--- config.mk ---
export PLATFORM = sky130hd
export DESIGN_NAME = uart_tx_arbiter
export DESIGN_NICKNAME = d
export VERILOG_FILES = /design/src/rtl/uart_tx_arbiter.sv
export SDC_FILE = /design/constraint.sdc
export NUM_CORES = 1
export LEC_CHECK = 0
export ABC_AREA = 0
export CORE_MARGIN = 2
export CORE_UTILIZATION = 39
export DETAILED_ROUTE_END_ITERATION = 10
export PLACE_DENSITY = 0.74
export SYNTH_ARGS = -nofsm -noshare
export SYNTH_HDL_FRONTEND = slang
export SYNTH_SLANG_ARGS = --single-unit
export TNS_END_PERCENT = 20
--- constraint.sdc ---
create_clock -name clk -period 2.3 [get_ports clk]
set_clock_uncertainty 0.05 [all_clocks]
set_input_delay 0.46 -clock clk [delete_from_list [all_inputs] [get_ports clk]]
set_output_delay 0.46 -clock clk [all_outputs]
set_load 0.05 [all_outputs]
--- src/rtl/uart_tx_arbiter.sv ---
`default_nettype none
// ============================================================================
// Module      : uart_tx_arbiter
// Description : Round-robin arbiter sharing one uart_tx serializer between
//               NUM_REQ byte producers, with a start-acknowledge watchdog.
// Revision    : 1.0 - initial release
// ============================================================================
module uart_tx_arbiter #(
    parameter int NUM_REQ     = 4,
    parameter int ACK_TIMEOUT = 16
) (
    input  logic                       clk,
    input  logic                       rst,
    input  logic [NUM_REQ-1:0]         req_valid,
    input  logic [8*NUM_REQ-1:0]       req_data,
    input  logic [NUM_REQ-1:0]         req_parity_mode,
    output logic [NUM_REQ-1:0]         req_ready,
    output logic                       tx_start,
    output logic [7:0]                 tx_data,
    output logic                       parity_mode,
    input  logic                       tx_busy,
    output logic [$clog2(NUM_REQ)-1:0] grant_id,
    output logic                       arb_busy,
    output logic                       frame_done,
    output logic                       ack_err
);

    localparam int c_idx_w = $clog2(NUM_REQ);
    localparam int c_cnt_w = $clog2(ACK_TIMEOUT);

    typedef enum logic [1:0] {
        IDLE      = 2'd0,
        LAUNCH    = 2'd1,
        WAIT_ACK  = 2'd2,
        WAIT_DONE = 2'd3
    } state_t;

    state_t               r_state;
    logic [c_idx_w-1:0]   r_rr_ptr;
    logic [c_cnt_w-1:0]   r_ack_cnt;

    state_t               w_state_nxt;
    logic [c_idx_w-1:0]   w_rr_nxt;
    logic [c_cnt_w-1:0]   w_cnt_nxt;
    logic [NUM_REQ-1:0]   w_ready_nxt;
    logic                 w_start_nxt;
    logic [7:0]           w_data_nxt;
    logic                 w_par_nxt;
    logic [c_idx_w-1:0]   w_gid_nxt;
    logic                 w_arb_nxt;
    logic                 w_fd_nxt;
    logic                 w_err_nxt;

    logic                 w_any;
    logic                 w_hit_hi;
    logic [c_idx_w-1:0]   w_win_hi;
    logic [c_idx_w-1:0]   w_win_lo;
    logic [c_idx_w-1:0]   w_win;
    logic [7:0]           w_win_data;
    logic                 w_win_par;

    // Winner is the lowest valid index at or above rr_ptr, else the lowest valid overall.
    always_comb begin
        w_any    = 1'b0;
        w_hit_hi = 1'b0;
        w_win_hi = '0;
        w_win_lo = '0;
        for (int i = NUM_REQ - 1; i >= 0; i--) begin
            if (req_valid[i]) begin
                w_any    = 1'b1;
                w_win_lo = c_idx_w'(i);
                if (c_idx_w'(i) >= r_rr_ptr) begin
                    w_hit_hi = 1'b1;
                    w_win_hi = c_idx_w'(i);
                end
            end
        end
        w_win      = w_hit_hi ? w_win_hi : w_win_lo;
        w_win_data = '0;
        w_win_par  = 1'b0;
        for (int i = 0; i < NUM_REQ; i++) begin
            if (w_win == c_idx_w'(i)) begin
                w_win_data = req_data[8*i +: 8];
                w_win_par  = req_parity_mode[i];
            end
        end
    end

    always_comb begin
        w_state_nxt = r_state;
        w_rr_nxt    = r_rr_ptr;
        w_cnt_nxt   = r_ack_cnt;
        w_ready_nxt = '0;
        w_start_nxt = 1'b0;
        w_data_nxt  = tx_data;
        w_par_nxt   = parity_mode;
        w_gid_nxt   = grant_id;
        w_arb_nxt   = arb_busy;
        w_fd_nxt    = 1'b0;
        w_err_nxt   = 1'b0;
        case (r_state)
            IDLE: begin
                if (w_any && !tx_busy) begin
                    w_start_nxt = 1'b1;
                    for (int i = 0; i < NUM_REQ; i++) begin
                        w_ready_nxt[i] = (w_win == c_idx_w'(i));
                    end
                    w_data_nxt  = w_win_data;
                    w_par_nxt   = w_win_par;
                    w_gid_nxt   = w_win;
                    w_rr_nxt    = (w_win == c_idx_w'(NUM_REQ - 1)) ? '0 : w_win + c_idx_w'(1);
                    w_arb_nxt   = 1'b1;
                    w_state_nxt = LAUNCH;
                end
            end
            LAUNCH: begin
                w_cnt_nxt   = '0;
                w_state_nxt = WAIT_ACK;
            end
            WAIT_ACK: begin
                if (tx_busy) begin
                    w_state_nxt = WAIT_DONE;
                end else if (r_ack_cnt == c_cnt_w'(ACK_TIMEOUT - 1)) begin
                    // Serializer never acknowledged: the byte is dropped, not retried.
                    w_err_nxt   = 1'b1;
                    w_arb_nxt   = 1'b0;
                    w_state_nxt = IDLE;
                end else begin
                    w_cnt_nxt = r_ack_cnt + c_cnt_w'(1);
                end
            end
            WAIT_DONE: begin
                if (!tx_busy) begin
                    w_fd_nxt    = 1'b1;
                    w_arb_nxt   = 1'b0;
                    w_state_nxt = IDLE;
                end
            end
            default: w_state_nxt = IDLE;
        endcase
    end

    always_ff @(posedge clk) begin
        if (rst) begin
            r_state     <= IDLE;
            r_rr_ptr    <= '0;
            r_ack_cnt   <= '0;
            req_ready   <= '0;
            tx_start    <= 1'b0;
            tx_data     <= '0;
            parity_mode <= 1'b0;
            grant_id    <= '0;
            arb_busy    <= 1'b0;
            frame_done  <= 1'b0;
            ack_err     <= 1'b0;
        end else begin
            r_state     <= w_state_nxt;
            r_rr_ptr    <= w_rr_nxt;
            r_ack_cnt   <= w_cnt_nxt;
            req_ready   <= w_ready_nxt;
            tx_start    <= w_start_nxt;
            tx_data     <= w_data_nxt;
            parity_mode <= w_par_nxt;
            grant_id    <= w_gid_nxt;
            arb_busy    <= w_arb_nxt;
            frame_done  <= w_fd_nxt;
            ack_err     <= w_err_nxt;
        end
    end

endmodule
`default_nettype wire
## Yosys cells after proc, flatten, opt, wreduce, memory -nomap -nowiden

Index checks and enable logic that the tools add are counted.

- Reduce and logical (&&, ||, !) cells: 14
- Equality and inequality tests: 13
- $lt $le $gt $ge: 4
- Bitwise operators: 4
- $add $sub $neg: 2
- Muxes and demuxes: 50

Operator list:

| operator | count |
|---|---|
| $mux 2 | 18 |
| $mux 8 | 4 |
| $mux 1 | 23 |
| $ne 2x2->1 const B | 5 |
| $eq 2x2->1 const B | 4 |
| $mux 4 | 2 |
| $pmux 2 s4 | 1 |
| $pmux 4 s2 | 1 |
| $reduce_and 3->1 | 2 |
| $reduce_or 3->1 | 2 |
| $reduce_and 5->1 | 1 |
| $add 4x1->4 const B | 1 |
| $eq 2x1->1 const B | 2 |
| $eq 4x4->1 const B | 1 |
| $ge 1x2->1 const A | 2 |
| $ge 2x2->1 const A | 2 |
| $logic_not 2->1 | 2 |
| $not 1->1 | 4 |
| $reduce_or 2->1 | 2 |
| $ne 3x3->1 const B | 1 |
| $pmux 1 s3 | 1 |
| $reduce_bool 3->1 | 1 |
| $add 2x1->2 const B | 1 |
| $reduce_and 2->1 | 1 |
| 3 further kinds | 3 |

- Output and inout bits: 19
- Bits of input ports: 43
- Register bits after elaboration: 27
- Logic and storage cells: 98

## Logic depth before layout (Yosys ltp)

Gate-level depths: netlist of run 1.

- Depth after elaboration: 15
- Depth in mapped cells: 11
- Gate-level depth less buffers: 9

## Worst setup path before layout of run 1

Ideal clock, no wire load.

- Kind: register to register
- Start point: register r_rr_ptr[1]
- End point: register tx_data[6]
- Arrival: 2.234 ns
- Buffers on the path: 3
- Setup slack: -0.062 ns
- Stages on the path, launching flop included: 12
- Data required time: 2.172 ns
- Cells stage by stage: dfxtp_1 -> clkbuf_1 -> mux2i_1 -> o22ai_1 -> a21oi_1 -> inv_1 -> ha_1 -> clkbuf_1 -> buf_1 -> a221oi_1 -> a211oi_1 -> nor3_1

- Word-level cells in the longest chain between the ends: 15

RTL lines:

| what | RTL line | text |
|---|---|---|
| from (decl) | 39 | `logic [c_idx_w-1:0] r_rr_ptr;` |
| from (signal assigned) | 158 | `r_rr_ptr <= w_rr_nxt;` |
| $ge 2x2->1 | 72 | `if (c_idx_w'(i) >= r_rr_ptr) begin` |
| $mux 2 / $mux 1 (equally long branches) | 72 |  |
| $mux 2 / $mux 1 (equally long branches) | 69 | `if (req_valid[i]) begin` |
| $mux 2 / $mux 1 (equally long branches) | 72 |  |
| $mux 2 / $mux 1 (equally long branches) | 69 |  |
| $mux 2 / $mux 1 (equally long branches) | 72 |  |
| $mux 2 / $mux 1 (equally long branches) | 69 |  |
| $mux 2 / $mux 1 (equally long branches) | 72 |  |
| $mux 2 / $mux 1 (equally long branches) | 69 |  |
| $mux 2 (*) | 78 | `w_win = w_hit_hi ? w_win_hi : w_win_lo;` |
| via w_win[0] | 58 | `logic [c_idx_w-1:0] w_win;` |
| $logic_not 2->1 | 82 | `if (w_win == c_idx_w'(i)) begin` |
| $mux 8 (3 in a row) | 82 |  |
| $mux 8 (*) | 82 |  |
| to (signal assigned) | 162 | `tx_data <= w_data_nxt;` |
| to (decl) | 19 | `output logic [7:0] tx_data,` |

Mark *: on every way through the listed nets, which the timed path passes. The rest lies on a longest branch.
A chain may end at the register's enable or synchronous reset.

## Final worst setup path of run 1

- Start point: input port req_valid[0]
- End point: register tx_data[3]

- Word-level cells in the longest chain between the ends: 7

RTL lines:

| what | RTL line | text |
|---|---|---|
| from (decl) | 14 | `input logic [NUM_REQ-1:0] req_valid,` |
| $mux 2 / $mux 1 (equally long branches) | 69 |  |
| $mux 2 (*) | 78 |  |
| via w_win[1] | 58 |  |
| $logic_not 2->1 | 82 |  |
| $mux 8 (3 in a row) | 82 |  |
| $mux 8 (*) | 82 |  |

Marks and branches as above.

==> results of run 1 <==
tightest hold or removal path, stage by stage, from the launching register on:
cell and delay (ns):
dfxtp_1 0.32, nand2_1 0.05, a21oi_1 0.06
routing by layer:
layer / vias up / wire length, um / track usage
li1: 793 / - / -
met1: 697 / 1737 / 0.2083
met2: 52 / 2054 / 0.3325
met3: 2 / 277 / 0.03378
met4: 0 / 23 / 0.03571
met5: - / 0 / 0
state kept, by name, summed over array words and instances, names as in the netlist:
signal,count
ack_err,1
arb_busy,1
frame_done,1
grant_id,2
parity_mode,1
r_ack_cnt,4
r_rr_ptr,2
r_state,2
req_ready,4
tx_data,8
tx_start,1
cells in the mapped netlist, types with 2 or more instances:
cell / n
a21boi_0: 2
dfxtp_1: 27
buf_1: 2
nor3_1: 13
and2_1: 4
a21oi_1: 16
o21ai_0: 2
nand2_1: 3
inv_1: 15
xor2_1: 2
buf_6: 2
and3_1: 2
clkbuf_1: 7
nand3b_1: 9
a221oi_1: 9
o22ai_1: 2
nand3_1: 4
nor2_1: 15
nor3b_1: 3
a211oi_1: 11
ha_1: 10
through the flow:
step	std cells	instance area (um^2)	setup TNS, ns	hold slack, ns	total power (uW)
after floorplan	180	1529	0	0.4308	1257
after global placement	292	2276	-3.585	0.3967	1591
after detailed placement	292	2276	-4.206	0.4098	1600
after CTS	297	2356	0	0.4225	1893
after global routing	297	2404	0	0.4538	2042
final	297	2404	0	0.4188	1921
placed cells by master, fill, tap and decap left out, drive strengths merged, types with 2 or more instances in the layout:
cell,n
buf,16
xor2,2
a21boi,2
and3,3
a221oi,9
and2,4
o21ai,2
dlygate4sd2,2
ha,10
nor2,15
o22ai,2
dlymetal6s2s,2
clkdlybuf4s50,57
nor3b,3
a21oi,16
dfxtp,27
nand2,3
inv,15
nand3,4
or4,2
clkbuf,4
nor3,13
nand3b,9
a211oi,11
report_power, final:
part / internal, uW / leakage [uW] / switching, uW / total, uW
logic: 479 / 0.000711 / 586 / 1070
clock network: 124 / 0.0000228 / 140 / 264
registers: 545 / 0.000221 / 47.0 / 592
total: 1150 / 0.000955 / 772 / 1920
cell families (layout without fill, tap and decap cells):
family          after synthesis  after routing  synth area share
xor+xnor                      2              2           0.01149
compound gates               51             51            0.2363
fa+ha+maj                    10             10           0.08203
mux                           2              2           0.01395
simple gates                 61             61            0.2248
flops                        27             27            0.3544
buf+inv                      27             96           0.07711
worst paths after layout:
check,startpoint,to,slack (ns),depth (start not counted)
max,req_valid[0],tx_data[3],0.16,11
min,grant_id[1],grant_id[1],0.42,2
max reg2reg,r_rr_ptr[1],tx_data[3],0.22,10
min reg2reg,grant_id[1],grant_id[1],0.42,2
area by class of cell:
class	count	area, um^2	share of cell area
Sequential cell	27	540.5	0.2249
Multi-Input combinational cell	126	943.4	0.3925
Inverter	15	56.30	0.02343
Tap cell	48	60.06	0.02499
Timing Repair Buffer	77	758.2	0.3155
Clock buffer	4	45.04	0.01874
repair_timing:
item                       in CTS  in global routing
pin swaps                       3                  1
gates cloned                    0                  0
setup endpoints to repair      10                 10
setup buffers                   1                  0
resized for setup               9                  9
==> reports/results.ini, run 1 <==
[drt]
viasPerCell = 5.199
vias = 1544
drtIter0Drc = 77
avgRoutedWirePerCell_um = 13.78
drt_pass1_iterations = 4
postRouteAntennaNets = 0
drt-total-wl_um = 4093
drc = 0

[clocking]
root_buffer = clkbuf_8
htreeDepth = 1
clock_sinks = 27
cts_tree = yes
cts_made_buffers = 3
clk_path_buf_depth = 2
clock_latency_ns = 0.27
ctsHoldBuffers = 0
clkTransAtPathRegs_ns = 0.09

[outcome]
outcome = finished clean

[logic_synthesis]
synth.largest_area_cell = dfxtp_1
synth-edff-count = 0
synth_top_area_frac = 0.3544
synth_seq_area_share = 0.3544
async_flop_share = 0
avgSynthCellArea_um2 = 8.473
yosys-top-cells-area = dfxtp_1, ha_1, a211oi_1
ys_types = 41
synth_ff_type = dfxtp_1
synth_cells = 180
yosys_warnings = 0
ys_ff_latch = 27
syn_area_mm2 = 0.001525
syn-num-nets = 233

[sta]
slew_violations = 0
hold_viol = 0
min_period_ns = 2.144
tightest_slew_ns = 0.5090
fmax_mhz = 466.4
slew_headroom = 0.6596
finalWorstSetupSlack_ns = 0.1560
fin_crit_sh = 0.9322
setup_violations = 0
rsz0062_at_grt = false

[finish]
fill_cells = 305
antenna_cells = 0
drive_gt1_frac = 0.1486
layout.nets = 303
area_growth_pct = 57.59
final_util = 0.6468

[setup_path]
start_kind = primary input
endpoint_kind = flip-flop
cp_max_fo = 11
crit_chain = dlygate4sd2_1 -> a21oi_1 -> o21a_1 -> o22ai_2 -> inv_1 -> ha_1 -> buf_4 -> a21oi_1 -> a221oi_1 -> a211oi_1 -> nor3_1
cpMostUsedCell = a21oi_1
cpMaxStageDelayCell = dlygate4sd2_1
cp_num_buf_inv = 3
max_stage_delay_ns = 0.26
critPathRequiredTime_ns = 2.40
path_delay_family = compound AO/OA/AOI/OAI gates
critical_path_class = primary input to flip-flop
crit_arrival_ns = 2.24

[placement]
hpwl_um = 3034
pre_cts_ws_ns = -0.4718
gp_congestion = 0.7601
io_buffers = 61

[worst_hold_path]
min_path_type = flip-flop to flip-flop

[floorplanning]
start_util = 0.4104
io_pins = 62
die_area_mm2 = 0.004427
rows = 22
placeableCoreArea_mm2 = 0.003716
die_w_um = 66.54
die_y_um = 66.54

[global_route]
grt_pass1_wl_um = 6154
overflow = 0
grt_max_degree = 19
grt_pass1_vias = 1417
antenna_found_initial = 0
grt_usage = 0.1776

[flow_run]
drv_cap = 0

[power]
power_density_mw_per_mm2 = 799.1
ir_drop_mv = 0.4499
power_leakage_uw = 0.0009551

No activity file was read; power rests on OpenSTA's default activity.
==> inputs of run 2 (changes only) <==
Settings changed: REMOVE_ABC_BUFFERS set to 1.
==> run 2 against run 1 <==
Total power is 8.1% higher. Combinational power increased by 12%. Via count is 3.2% higher. Register-to-register slack got worse by 0.05 ns. Largest cell class unchanged. Hold slack got worse by 0.0050 ns. Design area rose by 5.6%. Critical endpoint is now tx_data[7].
==> reports/results.ini, run 2 (same netlist as run 1, synthesis figures left out) <==
[clocking]
cts_tree = yes
clock_latency_ns = 0.27
root_buffer = clkbuf_8
clk_path_buf_depth = 2
clkTransAtPathRegs_ns = 0.10
clock_sinks = 27
htreeDepth = 1
cts_made_buffers = 3

[power]
p_int_uw = 1219
p_comb_frac = 0.580
ir_drop_mv = 0.3880
p_sw_frac = 0.4131
p_switching_uw = 857.8
p_total_uw = 2076
pwr-share-seq = 0.286
power_leakage_uw = 0.0009854
power_frac_clock = 0.134
power_density_mw_per_mm2 = 818.3

[finish]
final_common_cell = clkdlybuf4s50_1
largest_register_ffs = 8
stdcell_count = 300
final_util = 0.6828
drive_gt1_frac = 0.2063
layout_common_cells = clkdlybuf4s50_1, dfxtp_1, buf_4, nor2_1, inv_1
area_growth_pct = 66.37
top_register = tx_data
antenna_cells = 0
largest_registers = tx_data x8, r_ack_cnt x4, req_ready x4
layout.nets = 306

[sta]
setup-tns-final_ns = 0
finalWorstSetupSlack_ns = 0.1586
fmax_mhz = 467.0
setup_violations = 0
hold_viol = 0
fin_crit_sh = 0.9310
tightest_slew_ns = 0.5273
rsz0062_at_grt = false
min_period_ns = 2.141
slew_violations = 0
slew_headroom = 0.6474

[global_route]
grt_pass1_vias = 1631
grt_max_degree = 20
overflow = 0
grt_usage = 0.2168
grt_pass1_wl_um = 7286
antenna_found_initial = 0

[drt]
vias = 1593
viasPerCell = 5.310
drtIter0Drc = 88
dr_wl_met2_um = 2083
top_layer = met4
avgRoutedWirePerCell_um = 14.72
met1_length_um = 1888
postRouteAntennaNets = 0
drt_pass1_iterations = 4
drc = 0
wl_met3_um = 341
drt-total-wl_um = 4417

[setup_path]
reg2regPathDepth = 9
rr_endpoint = tx_data[7]
cp_num_buf_inv = 4
endpoint_kind = flip-flop
path_delay_family = buffers and inverters
crit_chain = dlygate4sd2_1 -> mux2i_1 -> o22ai_1 -> a21oi_1 -> buf_4 -> inv_2 -> ha_4 -> bufbuf_16 -> a221oi_4 -> a211oi_2 -> nor3_1
critical_path_class = primary input to flip-flop
r2r_slack_ns = 0.17
max_stage_delay_ns = 0.28
crit_arrival_ns = 2.29
regToRegStartpoint = r_rr_ptr[0]
critPathRequiredTime_ns = 2.45
cp_max_fo = 9
cpMaxStageDelayCell = bufbuf_16
start_kind = primary input

[flow_run]
drv_cap = 0

[placement]
hpwl_um = 3020
dp_cells = 294
io_buffers = 61
gp_congestion = 0.8179
pre_cts_ws_ns = -0.4860

[floorplanning]
die_area_mm2 = 0.004427
placeableCoreArea_mm2 = 0.003716
start_util = 0.4104
die_y_um = 66.54
io_pins = 62
die_w_um = 66.54
rows = 22

[worst_hold_path]
worstHoldStart = grant_id[1]
min_path_type = flip-flop to flip-flop
whs_endpoint = grant_id[1]
min_path_cells = 2

[outcome]
outcome = finished clean

-- run 2: routing by layer --
metal,vias up,global-route usage
met5,-,0
met4,0,0.08673
met3,10,0.05912
met2,60,0.3825
met1,730,0.2451
li1,793,-
-- run 2: worst max path at each step --
| stage | slack (ns) | from | cells after the start | to |
|---|---|---|---|---|
| after global routing | 0.02 | r_rr_ptr[0] | 9 | tx_data[7] |
| after floorplan | 0.14 | req_valid[1] | 8 | tx_data[7] |
| after detailed placement | -0.49 | req_valid[0] | 10 | tx_data[7] |
| final | 0.16 | req_valid[2] | 11 | tx_data[7] |
| after global placement | -0.40 | req_valid[0] | 10 | tx_data[7] |
| after CTS | 0.06 | req_valid[3] | 10 | tx_data[2] |
-- run 2: power groups by stage --
stage                     Sequential (uW)  Clock [uW]  Combinational (uW)
after floorplan                       797           0                 424
after global placement                600           0                1010
after detailed placement              604           0                1020
after CTS                             594         285                1140
after global routing                  605         303                1290
final                                 594         279                1200
-- run 2: area by class of cell --
cell class | instances | area (um^2)
inverter | 15 | 56.30
fill | 292 | 1179
tap | 48 | 60.06
timing repair buffer | 80 | 798.3
clock inverter | 1 | 7.507
clock buffer | 3 | 41.29
multi-input combinational | 126 | 1032
sequential | 27 | 541.8
-- run 2: what timing repair did --
item / CTS / global route
hold buffers: 0 / 0
gates resized for setup: 24 / 12
cloned: 1 / 0
pin swaps: 7 / 5
buffers inserted: 1 / 0
setup endpoints to repair: 10 / 9
-- run 2: worst min-delay path: stages (launching register included) --
cell and delay, ns:
dfxtp_1 0.32, nand2_1 0.05, a21oi_1 0.05
-- run 2: metrics by stage --
stage	hold slack, ns	cell area [um^2]
finish	0.4138	2537
global route	0.4491	2537
CTS	0.4173	2481
detailed placement	0.4032	2287
global placement	0.3960	2287
floorplan	0.4306	1464
